$ cat src/rtl/collision_scheduler.sv
// Per-frame collision scan: one shared rectangle-overlap comparator walks every
// object slot, fetching each through a 1-cycle-latency table port.
module collision_scheduler #(
  parameter int NUM_OBJ = 8,
  parameter int IDX_W   = 3
) (
  input  logic               i_Clk,
  input  logic               i_Rst,
  input  logic               i_fStart,
  input  logic [18:0]        i_Player_Pos,
  input  logic [5:0]         i_Player_W,
  input  logic [5:0]         i_Player_H,
  output logic               o_Obj_Rd,
  output logic [IDX_W-1:0]   o_Obj_Idx,
  input  logic [18:0]        i_Obj_Pos,
  input  logic [5:0]         i_Obj_W,
  input  logic [5:0]         i_Obj_H,
  output logic               o_fBusy,
  output logic               o_fDone,
  output logic [NUM_OBJ-1:0] o_Hit_Mask,
  output logic               o_fAnyHit,
  output logic [1:0]         o_Dbg_State
);

  typedef enum logic [1:0] {IDLE, READ, CMP, DONE} state_t;

  state_t             state, state_nx;
  logic [IDX_W-1:0]   idx;
  logic [NUM_OBJ-1:0] work_mask, mask_nx;
  logic [18:0]        pl_pos;
  logic [5:0]         pl_w, pl_h;
  logic               hit, last;

  // Read port: o_Obj_Rd is high for one cycle with o_Obj_Idx; the table answers
  // on i_Obj_* during the following cycle, which is always the CMP state.
  assign o_Obj_Rd    = (state == READ);
  assign o_Obj_Idx   = (state == READ) ? idx : '0;
  assign o_fBusy     = (state == READ) || (state == CMP);
  assign o_fDone     = (state == DONE);
  assign o_Dbg_State = state;

  // Sums are one bit wider than the coordinates so the far edges never wrap.
  logic [10:0] px, ox, px_end, ox_end;
  logic [9:0]  py, oy, py_end, oy_end;

  assign px     = {1'b0, pl_pos[18:9]};
  assign ox     = {1'b0, i_Obj_Pos[18:9]};
  assign py     = {1'b0, pl_pos[8:0]};
  assign oy     = {1'b0, i_Obj_Pos[8:0]};
  assign px_end = px + {5'b0, pl_w};
  assign ox_end = ox + {5'b0, i_Obj_W};
  assign py_end = py + {4'b0, pl_h};
  assign oy_end = oy + {4'b0, i_Obj_H};

  // Empty rectangles are excluded explicitly: a zero width still satisfies the
  // interval test when the other box straddles its position.
  assign hit = (px < ox_end) && (ox < px_end) && (py < oy_end) && (oy < py_end) &&
               (|pl_w) && (|pl_h) && (|i_Obj_W) && (|i_Obj_H);

  assign mask_nx = work_mask | (NUM_OBJ'(hit) << idx);
  assign last    = (idx == IDX_W'(NUM_OBJ - 1));

  always_ff @(posedge i_Clk or posedge i_Rst) begin
    if (i_Rst) state <= IDLE;
    else       state <= state_nx;
  end

  always_comb begin
    state_nx = state;
    case (state)
      IDLE:    if (i_fStart) state_nx = READ;
      READ:    state_nx = CMP;
      CMP:     state_nx = last ? DONE : READ;
      DONE:    state_nx = IDLE;
      default: state_nx = IDLE;
    endcase
  end

  always_ff @(posedge i_Clk or posedge i_Rst) begin
    if (i_Rst) begin
      idx        <= '0;
      work_mask  <= '0;
      o_Hit_Mask <= '0;
      o_fAnyHit  <= 1'b0;
      pl_pos     <= '0;
      pl_w       <= '0;
      pl_h       <= '0;
    end else begin
      case (state)
        IDLE: begin
          if (i_fStart) begin
            pl_pos    <= i_Player_Pos;
            pl_w      <= i_Player_W;
            pl_h      <= i_Player_H;
            idx       <= '0;
            work_mask <= '0;
          end
        end
        CMP: begin
          work_mask <= mask_nx;
          if (last) begin
            o_Hit_Mask <= mask_nx;
            o_fAnyHit  <= |mask_nx;
          end else begin
            idx <= idx + 1'b1;
          end
        end
        default: ;
      endcase
    end
  end

endmodule

$ cat config.mk
export PLATFORM = sky130hd
export DESIGN_NAME = collision_scheduler
export DESIGN_NICKNAME = d
export VERILOG_FILES = /design/src/rtl/collision_scheduler.sv
export SDC_FILE = /design/constraint.sdc
export NUM_CORES = 1
export LEC_CHECK = 0
export CAP_MARGIN = 0
export CORE_MARGIN = 5
export CORE_UTILIZATION = 45
export DETAILED_ROUTE_END_ITERATION = 6
export GPL_TIMING_DRIVEN = 0
export PLACE_DENSITY = 0.75
export SYNTH_ARGS = -nofsm -noshare
export SYNTH_HDL_FRONTEND = slang
export SYNTH_SLANG_ARGS = --single-unit
$ cat constraint.sdc
create_clock -name i_Clk -period 6.4 [get_ports i_Clk]
set_input_delay 1.28 -clock i_Clk [delete_from_list [all_inputs] [get_ports i_Clk]]
set_output_delay 1.28 -clock i_Clk [all_outputs]
set_load 0.02 [all_outputs]
==> summary.md, run 1 <==
| Metric | Value |
|---|---|
| Die X | `107 um` |
| Top Ports | `82` |
| Required time of the critical path | `6.61 ns` |
| First drt pass iteration count | `5` |
| Routed vias/inst | `between 5 and 6` |
| Worst Setup Slack, final | `1.41 ns` |
| RePlAce Congestion | `0.815` |
| # H-tree levels | `2` |
| Initial antenna violation count | `0` |
| Clock transition at path regs | `0.10 ns` |
| RSZ-0062 raised after global routing | `no` |
| Post-CTS Setup Inserts | `0` |
| CP max FO | `8` |
| Max-cap violations | `0` |
| Async S/R FF share, synth | `100%` |
| Share of the synthesized area in the top cell type | `31.2%` |
| Final std cells w/o fill | `642` |
| Part of the Yosys area used for sequential elements | `31.2%` |
| Diodes inserted | `0` |
| Initial core utilization | `46.1%` |
| Hold-fix buffers, CTS | `0` |
| Row count | `35` |
| Drc violations | `0` |
| Pins over their slew limit | `0` |
| First-pass GRT wire length | `roughly 18000 um` |
| Commonest cells post-synth | `ha_1 (64), dfrtp_1 (53), mux2_2 (31)` |
| Pleak | `around 2.3 nW` |
| Fin crit share | `78.0%` |
| HPWL after DPL | `8540 um` |
| Cell family with most CP delay | `compound AO/OA/AOI/OAI gates` |
| Congestion Overflow GR | `0` |
| Largest cells by area after synthesis | `dfrtp_1 (31%), ha_1 (19%), mux2_2 (8.2%), xnor2_1 (3.3%), o21ai_0 (3.1%)` |
| Part of the power in registers | `26.5%` |
| Internal power | `1.35 mW` |
| Period minus WS final | `4.99 ns` |
| NetSw | `1.08 mW` |
| All-Layer GR Usage | `18.8%` |
| Endpoints failing setup | `0` |
| Synthesized area | `4260 um2` |
| Slowest-stage cell, CP | `clkdlybuf4s50_1` |
| Post-Syn Nets | `556` |
| Clock Tree Buf Depth | `2` |
| CTS sink count | `53` |
| Die area | `11500 um2` |
| Area growth, synth to finish | `25.5%` |
| IO Port Bufs | `a little over 80` |
| Synthesized area per cell | `10.1 um2` |
| CP peak stage delay | `between 0.4 and 0.5 ns` |
| Crit path launch type | `input pin` |
| Clk pwr share | `8.1%` |
| Later-pin clock latency in the skew report | `~0.31 ns` |
| Vias in the first global route | `~3800` |
| Post-synthesis register bit count | `between 50 and 60` |
| Pwr dens | `454 nW/um2` |
| Most common cell in the synthesized netlist | `ha_1` |
| Post-route clock skew | `0.0138 ns` |
| VDD IR max | `0.335 mV` |
| Pin count of the biggest net entering global routing | `42` |
| Main flop type after synthesis | `dfrtp_1` |
| Crit path kind | `in2reg` |
| Core Footprint | `9240 um2` |
| Comb pwr share | `between 60% and 70%` |
| Vias | `3528` |
| CTS tree | `built` |
| Nets | `645` |
| Clk root buf | `clkbuf_8` |
| Fin. Hold Viols | `0` |
| DR iter-0 viols | `approximately 110` |
| Sum Neg Setup Slack | `0 ns` |
| Post-synthesis cell type count | `between 50 and 60` |
| Synth Warn # | `0` |
| CP bufs+invs | `1` |
| Slew margin rel. | `56.8%` |
| Post-synthesis instance total | `423` |
| Crit end category | `flip-flop` |
| Max Freq | `200 MHz` |
| Dpl ws | `1.10 ns` |
| Number of synthesized flops with an enable pin | `0` |
| Layout cell share with drive strength beyond 1 | `under 10%` |
| Chip height | `107 um` |
| Worst-Margin Slew | `0.649 ns` |
| CTS buffer count | `5` |
| Avg WL per Cell | `16.3 um` |
| Crit path cell chain | `clkdlybuf4s50_1 > ha_1 > fa_1 > a211oi_1 > o21bai_1 > a21oi_1 > xor2_1 > ha_1 > and3_2 > a221oi_2 > o21ai_1 > a221oi_2 > o221ai_1 > a211o_4 > o41ai_2` |
| Post-synth top area cell | `dfrtp_1` |
| Worst Path Arrival | `roughly 5.2 ns` |
| DP Cell Count | `634` |
| Total routed wirelength | `10500 um` |
| Switching Fraction | `44.3%` |
| Class of the worst hold path | `reg2reg` |
| Status | `finished clean` |
| Post-route ant nets | `0` |
| CTS resizes | `0` |
-- metal layers --
| metal | wire [um] | GRT usage [%] | vias to the layer above |
|---|---|---|---|
| met2 | 5030 | 31.9 | 99 |
| met1 | 4550 | 24.0 | 1672 |
| met5 | 0 | 0 | - |
| li1 | - | - | 1739 |
| met3 | 642 | 4.32 | 18 |
| met4 | 226 | 5.02 | 0 |
-- through the flow --
| stage | power (mW) | hold WS [ns] | utilization (%) | instance area, um2 |
|---|---|---|---|---|
| 2_1_floorplan | 1.78 | 0.472 | - | 4260 |
| 3_3_place_gp | 2.13 | 0.495 | 56.6 | 5230 |
| 3_5_place_dp | 2.24 | 0.502 | 56.8 | 5250 |
| 4_1_cts | 2.45 | 0.525 | 57.8 | 5340 |
| 5_1_grt | 2.69 | 0.556 | 57.8 | 5340 |
| 6_report | 2.43 | 0.520 | 57.8 | 5340 |
-- tightest hold or removal path, delay by kind of cell (launching register included) --
family,cells,cell delay [ns]
DFF,1,0.36
muxes,1,0.07
AOI/OAI and AO/OA,1,0.06
-- final cells by class --
class | count | area [um2]
Buffer | 13 | 56.3
Clock buffer | 5 | 68.8
Clock inverter | 3 | 25.0
Fill cell | 789 | 3900
Inverter | 18 | 67.6
Multi-Input combinational cell | 339 | 2810
Sequential cell | 53 | 1330
Tap cell | 129 | 161
Timing Repair Buffer | 82 | 831
-- cell usage in the layout, fill, tap and decap left out, drive strengths merged, types with 5 or more instances in the layout --
master         Yosys  layout
o21a               6       6
nor2b              5       5
a211oi             7       7
and2               7       7
nand2b            11      11
a21o              11      11
nand2             22      22
nand4              5       5
buf                6       7
mux2i              9       9
inv               18      19
nand3             10      10
ha                64      64
o21ai             36      36
xnor2             16      16
xor2              13      13
nor2              14      14
clkbuf             7      12
a21oi             13      13
dfrtp             53      53
mux2              31      31
clkdlybuf4s50      0      81
-- registers in the layout (all words and copies together), names as in the netlist --
signal,cells
o_Hit_Mask,8
o_Dbg_State,2
pl_pos,19
o_fAnyHit,1
pl_h,6
pl_w,6
idx,3
work_mask,8
-- power by group through the flow --
stage	clock network [mW]	logic [mW]	registers, mW
6_report	0.197	1.59	0.642
5_1_grt	0.218	1.81	0.665
4_1_cts	0.203	1.60	0.643
3_5_place_dp	0	1.59	0.649
3_3_place_gp	0	1.49	0.640
2_1_floorplan	0	1.16	0.618
-- final timing paths --
kind                          startpoint             to  slack [ns]  cells past startpoint
setup reg to reg                 pl_w[0]  o_Hit_Mask[6]        2.78                     14
hold reg to reg            o_Hit_Mask[4]  o_Hit_Mask[4]        0.52                      2
hold / removal             o_Hit_Mask[4]  o_Hit_Mask[4]        0.52                      2
setup / recovery            i_Obj_Pos[9]  o_Hit_Mask[6]        1.41                     15
min in group asynchronous          i_Rst      pl_pos[9]        1.21                      2
max in group asynchronous          i_Rst  o_Hit_Mask[0]        4.67                      3
-- logic make-up after synthesis --
group	Yosys count	share of synthesized area, %
flops	53	31.2
fa+ha+maj	68	20.7
mux	40	10.3
simple gates	98	12.2
compound gates	104	16.8
buf+inv	31	2.91
xor+xnor	29	5.97
No activity file was read; power rests on OpenSTA's default activity.
==> inputs of run 2 (changes only) <==
PLACE_DENSITY = 0.78   (was 0.75)
clock period = 4.2 ns   (was 6.4 ns; I/O delays follow)
==> summary.md, run 2 (synthesis results as in run 1) <==
| Metric | Value |
|---|---|
| Layout cell share with drive strength beyond 1 | `14.4%` |
| RePlAce Congestion | `0.822` |
| # H-tree levels | `2` |
| CP max FO | `8` |
| Initial antenna violation count | `0` |
| NetSw | `between 1.5 and 2 mW` |
| Clock Tree Buf Depth | `2` |
| Seq. cell area | `roughly 1300 um2` |
| DP Cell Count | `634` |
| Largest registers | `pl_pos: 19 flops, o_Hit_Mask: 8 flops, work_mask: 8 flops` |
| Max-cap violations | `0` |
| Die area | `11500 um2` |
| Sum Neg Setup Slack | `0 ns` |
| Area occupied by multi-input gates | `2890 um2` |
| Pins over their slew limit | `0` |
| Nets | `roughly 650` |
| Commonest non-fill, non-tap cell in the layout | `clkdlybuf4s50_1` |
| Drc violations | `0` |
| IO Port Bufs | `just over 80` |
| HPWL after DPL | `around 8400 um` |
| Chip height | `between 100 and 150 um` |
| First drt pass iteration count | `4` |
| CTS buffer count | `5` |
| Area growth, synth to finish | `29.7%` |
| Post-route clock skew | `0.0114 ns` |
| Clk pwr share | `8.0%` |
| Endpoints failing setup | `0` |
| Pwr dens | `~680 nW/um2` |
| Total routed wirelength | `10500 um` |
| Slew margin rel. | `roughly 56%` |
| Later-pin clock latency in the skew report | `0.31 ns` |
| Max Freq | `approximately 250 MHz` |
| Final std cells w/o fill | `651` |
| Worst Path Arrival | `4.25 ns` |
| Vias | `3570` |
| Diodes inserted | `0` |
| Crit end category | `flip-flop` |
| Internal power | `2.11 mW` |
| Status | `finished clean` |
| Core Footprint | `9240 um2` |
| Period minus WS final | `4.03 ns` |
| Initial core utilization | `46.1%` |
| Vias in the first global route | `3779` |
| Crit path launch type | `input pin` |
| Routed vias/inst | `5.48` |
| Top Ports | `82` |
| Hold-fix buffers, CTS | `0` |
| First-pass GRT wire length | `17200 um` |
| CTS sink count | `53` |
| Pin count of the biggest net entering global routing | `28` |
| Commonest cells after routing, fill and taps aside | `clkdlybuf4s50_1 (74), ha_1 (60), dfrtp_1 (53)` |
| Fin crit share | `96.1%` |
| CTS tree | `built` |
| Max reg flops | `19` |
| Crit path kind | `in2reg` |
| Clock transition at path regs | `~0.1 ns` |
| Pleak | `roughly 2.5 nW` |
| Filler Cell Count | `774` |
| Clk root buf | `clkbuf_8` |
| Die X | `107 um` |
| Worst-Margin Slew | `0.660 ns` |
| VDD IR max | `between 0.3 and 0.4 mV` |
| Avg WL per Cell | `16.1 um` |
| DR iter-0 viols | `just under 100` |
| Part of the power in registers | `approximately a quarter` |
| Congestion Overflow GR | `0` |
| Required time of the critical path | `4.41 ns` |
| All-Layer GR Usage | `18.4%` |
| Post-route ant nets | `0` |
| Reg with most FFs | `pl_pos` |
| Class of the worst hold path | `reg2reg` |
| Row count | `35` |
| Worst hold margin | `0.525 ns` |
| Switching Fraction | `between 40 and 50%` |
| Fin. Hold Viols | `0` |
| Comb pwr share | `66.1%` |
-- run 2: worst paths after layout --
kind                          startpoint             to  slack [ns]  cells after the start
min in group asynchronous          i_Rst     pl_pos[14]        0.91                      2
setup reg to reg                 pl_w[0]  o_Hit_Mask[6]        0.63                     14
hold reg to reg            o_Hit_Mask[3]  o_Hit_Mask[3]        0.53                      2
max in group asynchronous          i_Rst        pl_w[4]        2.75                      3
hold / removal             o_Hit_Mask[3]  o_Hit_Mask[3]        0.53                      2
setup / recovery              i_Obj_W[2]  o_Hit_Mask[6]        0.17                     14
-- run 2: through the flow --
stage	cell area (um2)	power, mW	setup WS [ns]	utilization (%)
finish	5520	3.77	0.166	59.7
global route	5520	4.14	-0.0471	59.7
CTS	5390	3.72	0.00577	58.4
detailed placement	5250	3.38	-0.673	56.8
global placement	5230	3.24	-0.625	56.6
floorplan	4260	2.72	0.165	-
-- run 2: per-layer routing --
layer  part of all wire, %  vias to the layer above  GRT usage, %
met5                     0                        -             0
met3                   4.6                       17          3.66
li1                      -                     1756             -
met2                    50                       74          32.4
met1                    43                     1723          22.6
met4                   1.8                        0          5.48
-- run 2: area by class of cell --
class | instances | share of cell area, %
flip-flops and latches | 53 | 24.0
plain buffers | 13 | 1.09
repair buffers | 91 | 16.6
well taps | 129 | 2.92
inverters | 18 | 1.22
clock buffers | 5 | 1.25
multi-input cells | 339 | 52.4
clock inverters | 3 | 0.476
-- run 2: repair_timing --
| item | CTS | global route |
|---|---|---|
| resized for setup | 7 | 23 |
| setup endpoints to repair | 17 | 17 |
| setup buffers | 3 | 6 |
| pin swaps | 9 | 18 |
| cloned | 0 | 0 |
-- run 2: power groups by stage --
stage,logic [mW],registers [mW],clock network (mW)
final,2.49,0.977,0.303
after global routing,2.79,1.01,0.332
after CTS,2.43,0.975,0.315
after detailed placement,2.40,0.984,0
after global placement,2.27,0.971,0
after floorplan,1.77,0.941,0
-- run 2: worst max-delay path, cell delays in order --
cell             delay, ns
clkdlybuf4s50_1       0.53
ha_4                  0.24
a21oi_2               0.18
o21bai_1              0.10
a21oi_2               0.19
xor2_1                0.18
ha_1                  0.27
a21o_1                0.20
a221oi_2              0.25
o21ai_1               0.12
a221oi_2              0.26
o221ai_2              0.15
a211o_4               0.40
o41ai_4               0.33
==> inputs of run 3 (changes only) <==
--- a/config.mk
+++ b/config.mk
@@ -11,5 +11,5 @@
 export DETAILED_ROUTE_END_ITERATION = 6
 export GPL_TIMING_DRIVEN = 0
-export PLACE_DENSITY = 0.78
+export PLACE_DENSITY = 0.84
 export SYNTH_ARGS = -nofsm -noshare
 export SYNTH_HDL_FRONTEND = slang
==> constraint.sdc (replaced) <==
create_clock -name i_Clk -period 4.2 [get_ports i_Clk]
set_input_delay 0.63 -clock i_Clk [delete_from_list [all_inputs] [get_ports i_Clk]]
set_output_delay 0.63 -clock i_Clk [all_outputs]
set_load 0.02 [all_outputs]
==> summary.md, run 3 (synthesis results as in run 1) <==
| Metric | Value |
|---|---|
| Nets | `651` |
| Drc violations | `0` |
| Area growth, synth to finish | `27.7%` |
| Die X | `107 um` |
| Slew margin rel. | `57.0%` |
| Worst Path Arrival | `4.18 ns` |
| Routed vias/inst | `5.49` |
| Top Ports | `~80` |
| Worst Setup SP | `i_Obj_Pos[9]` |
| Total routed wirelength | `10500 um` |
| Post-route clock skew | `0.00649 ns` |
| Post-route cell area | `5440 um2` |
| DP Cell Count | `~630` |
| RePlAce Congestion | `0.866` |
| Post-route ant nets | `0` |
| Commonest cells after routing, fill and taps aside | `clkdlybuf4s50_1 (80), ha_1 (62), dfrtp_1 (53)` |
| CP bufs+invs | `1` |
| CTS buffer count | `5` |
| First-pass GRT wire length | `17300 um` |
| R2r startpoint | `pl_w[0]` |
| Initial core utilization | `46.1%` |
| Worst Setup Slack, final | `about 0.23 ns` |
| Avg WL per Cell | `16.2 um` |
| Status | `finished clean` |
| Cell family with most CP delay | `compound AO/OA/AOI/OAI gates` |
| Diodes inserted | `0` |
| HPWL after DPL | `8500 um` |
| Crit end category | `flip-flop` |
| Tot Pwr | `around 3.8 mW` |
| Die area | `between 10000 and 15000 um2` |
| VDD IR max | `approximately 0.52 mV` |
| CP max FO | `8` |
| Sum Neg Setup Slack | `0 ns` |
| Core Footprint | `slightly above 9000 um2` |
| IO Port Bufs | `81` |
| Initial antenna violation count | `0` |
| CTS tree | `built` |
| Vias in the first global route | `3723` |
| Worst-Margin Slew | `0.645 ns` |
| Max Freq | `252 MHz` |
| Dpl ws | `-0.434 ns` |
| Congestion Overflow GR | `0` |
| Cell mode on critical path | `a221oi_2` |
| Pleak | `about 2.4 nW` |
| Later-pin clock latency in the skew report | `~0.30 ns` |
| Commonest non-fill, non-tap cell in the layout | `clkdlybuf4s50_1` |
| Crit path launch type | `input pin` |
| Crit path kind | `in2reg` |
| Clk root buf | `clkbuf_8` |
| First drt pass iteration count | `4` |
| # H-tree levels | `2` |
| Final std cells w/o fill | `between 600 and 700` |
| All-Layer GR Usage | `a little under a fifth` |
| Slowest-stage cell, CP | `clkdlybuf4s50_1` |
| Max reg flops | `19` |
| Crit path cell chain | `clkdlybuf4s50_1 > ha_2 > fa_2 > a211oi_2 > o21bai_1 > a21oi_2 > xor2_1 > ha_1 > and3_2 > a221oi_2 > o21ai_1 > a221oi_2 > o221ai_2 > a211o_4 > o41ai_4` |
| Pin count of the biggest net entering global routing | `37` |
| Endpoints failing setup | `0` |
| Vias | `3558` |
| Final core occ | `approximately three fifths` |
| Chip height | `107 um` |
| Reg with most FFs | `pl_pos` |
| Clock Tree Buf Depth | `2` |
| Area post-placement | `5250 um2` |
| CP peak stage delay | `0.42 ns` |
| Largest registers | `pl_pos: 19 flops, o_Hit_Mask: 8 flops, work_mask: 8 flops` |
| Fin crit share | `a little over nine tenths` |
| Period minus WS final | `~4 ns` |
| Layout cell share with drive strength beyond 1 | `12.5%` |
| Pins over their slew limit | `0` |
| Max-cap violations | `0` |
| Hold Startpoint | `o_Hit_Mask[2]` |
| DR iter-0 viols | `~120` |
| CTS sink count | `53` |
| Pwr dens | `694 nW/um2` |
| Row count | `35` |
| Class of the worst hold path | `reg2reg` |
| Clock transition at path regs | `0.09 ns` |
| Worst hold margin | `0.519 ns` |
| Fin. Hold Viols | `0` |
| Required time of the critical path | `4.40 ns` |
[run 3: changes by cell type in the layout (fill, tap and decap cells not counted), sizes merged]
cell	before	now
clkinv	0	2
inv	19	18
dlymetal6s2s	7	1
buf	16	13
clkinvlp	2	0
clkbuf	12	13
clkdlybuf4s50	74	80
[run 3: what timing repair did]
action	CTS	global route
pin swaps	1	11
buffers inserted	0	6
hold buffers	0	0
resized for setup	2	11
endpoints found under the setup margin	14	17
endpoints found under the hold margin	0	0
[run 3: final cells by class]
| class | count | area (um2) |
|---|---|---|
| clock buffers | 6 | 82.6 |
| inverters | 18 | 67.6 |
| flip-flops and latches | 53 | 1330 |
| plain buffers | 13 | 56.3 |
| fillers | 770 | 3800 |
| clock inverters | 2 | 13.8 |
| well taps | 129 | 161 |
| repair buffers | 88 | 878 |
| multi-input cells | 339 | 2850 |
[run 3: worst paths after layout]
kind | end | slack, ns | depth (start not counted)
min reg2reg | o_Hit_Mask[2] | 0.52 | 2
max in group asynchronous | pl_h[4] | 3.06 | 3
max | o_Hit_Mask[6] | 0.23 | 15
max reg2reg | o_Hit_Mask[6] | 0.62 | 15
min in group asynchronous | o_Dbg_State[0] | 0.62 | 2
min | o_Hit_Mask[2] | 0.52 | 2
[run 3: routing by layer]
| layer | up-vias | share of wire, % | global-route usage, % |
|---|---|---|---|
| met1 | 1705 | 43 | 23.7 |
| met5 | - | 0 | 0 |
| met4 | 0 | 2.0 | 5.57 |
| met3 | 21 | 5.9 | 4.26 |
| met2 | 85 | 49 | 31.0 |
| li1 | 1747 | - | - |
[run 3: worst reg2reg max path: cells and delay by family (launching register included)]
family | cells | cell delay [ns]
AOI/OAI and AO/OA | 8 | 1.63
xor gates and xnor gates | 1 | 0.12
adders and majority gates | 3 | 0.94
DFF | 1 | 0.43
and+or+nand+nor | 3 | 0.36
[run 3: power by group]
group	internal (mW)	switching, mW	leakage, nW
sequential	0.732	0.250	0.623
clock	0.134	0.167	0.0512
combinational	1.24	1.25	1.72
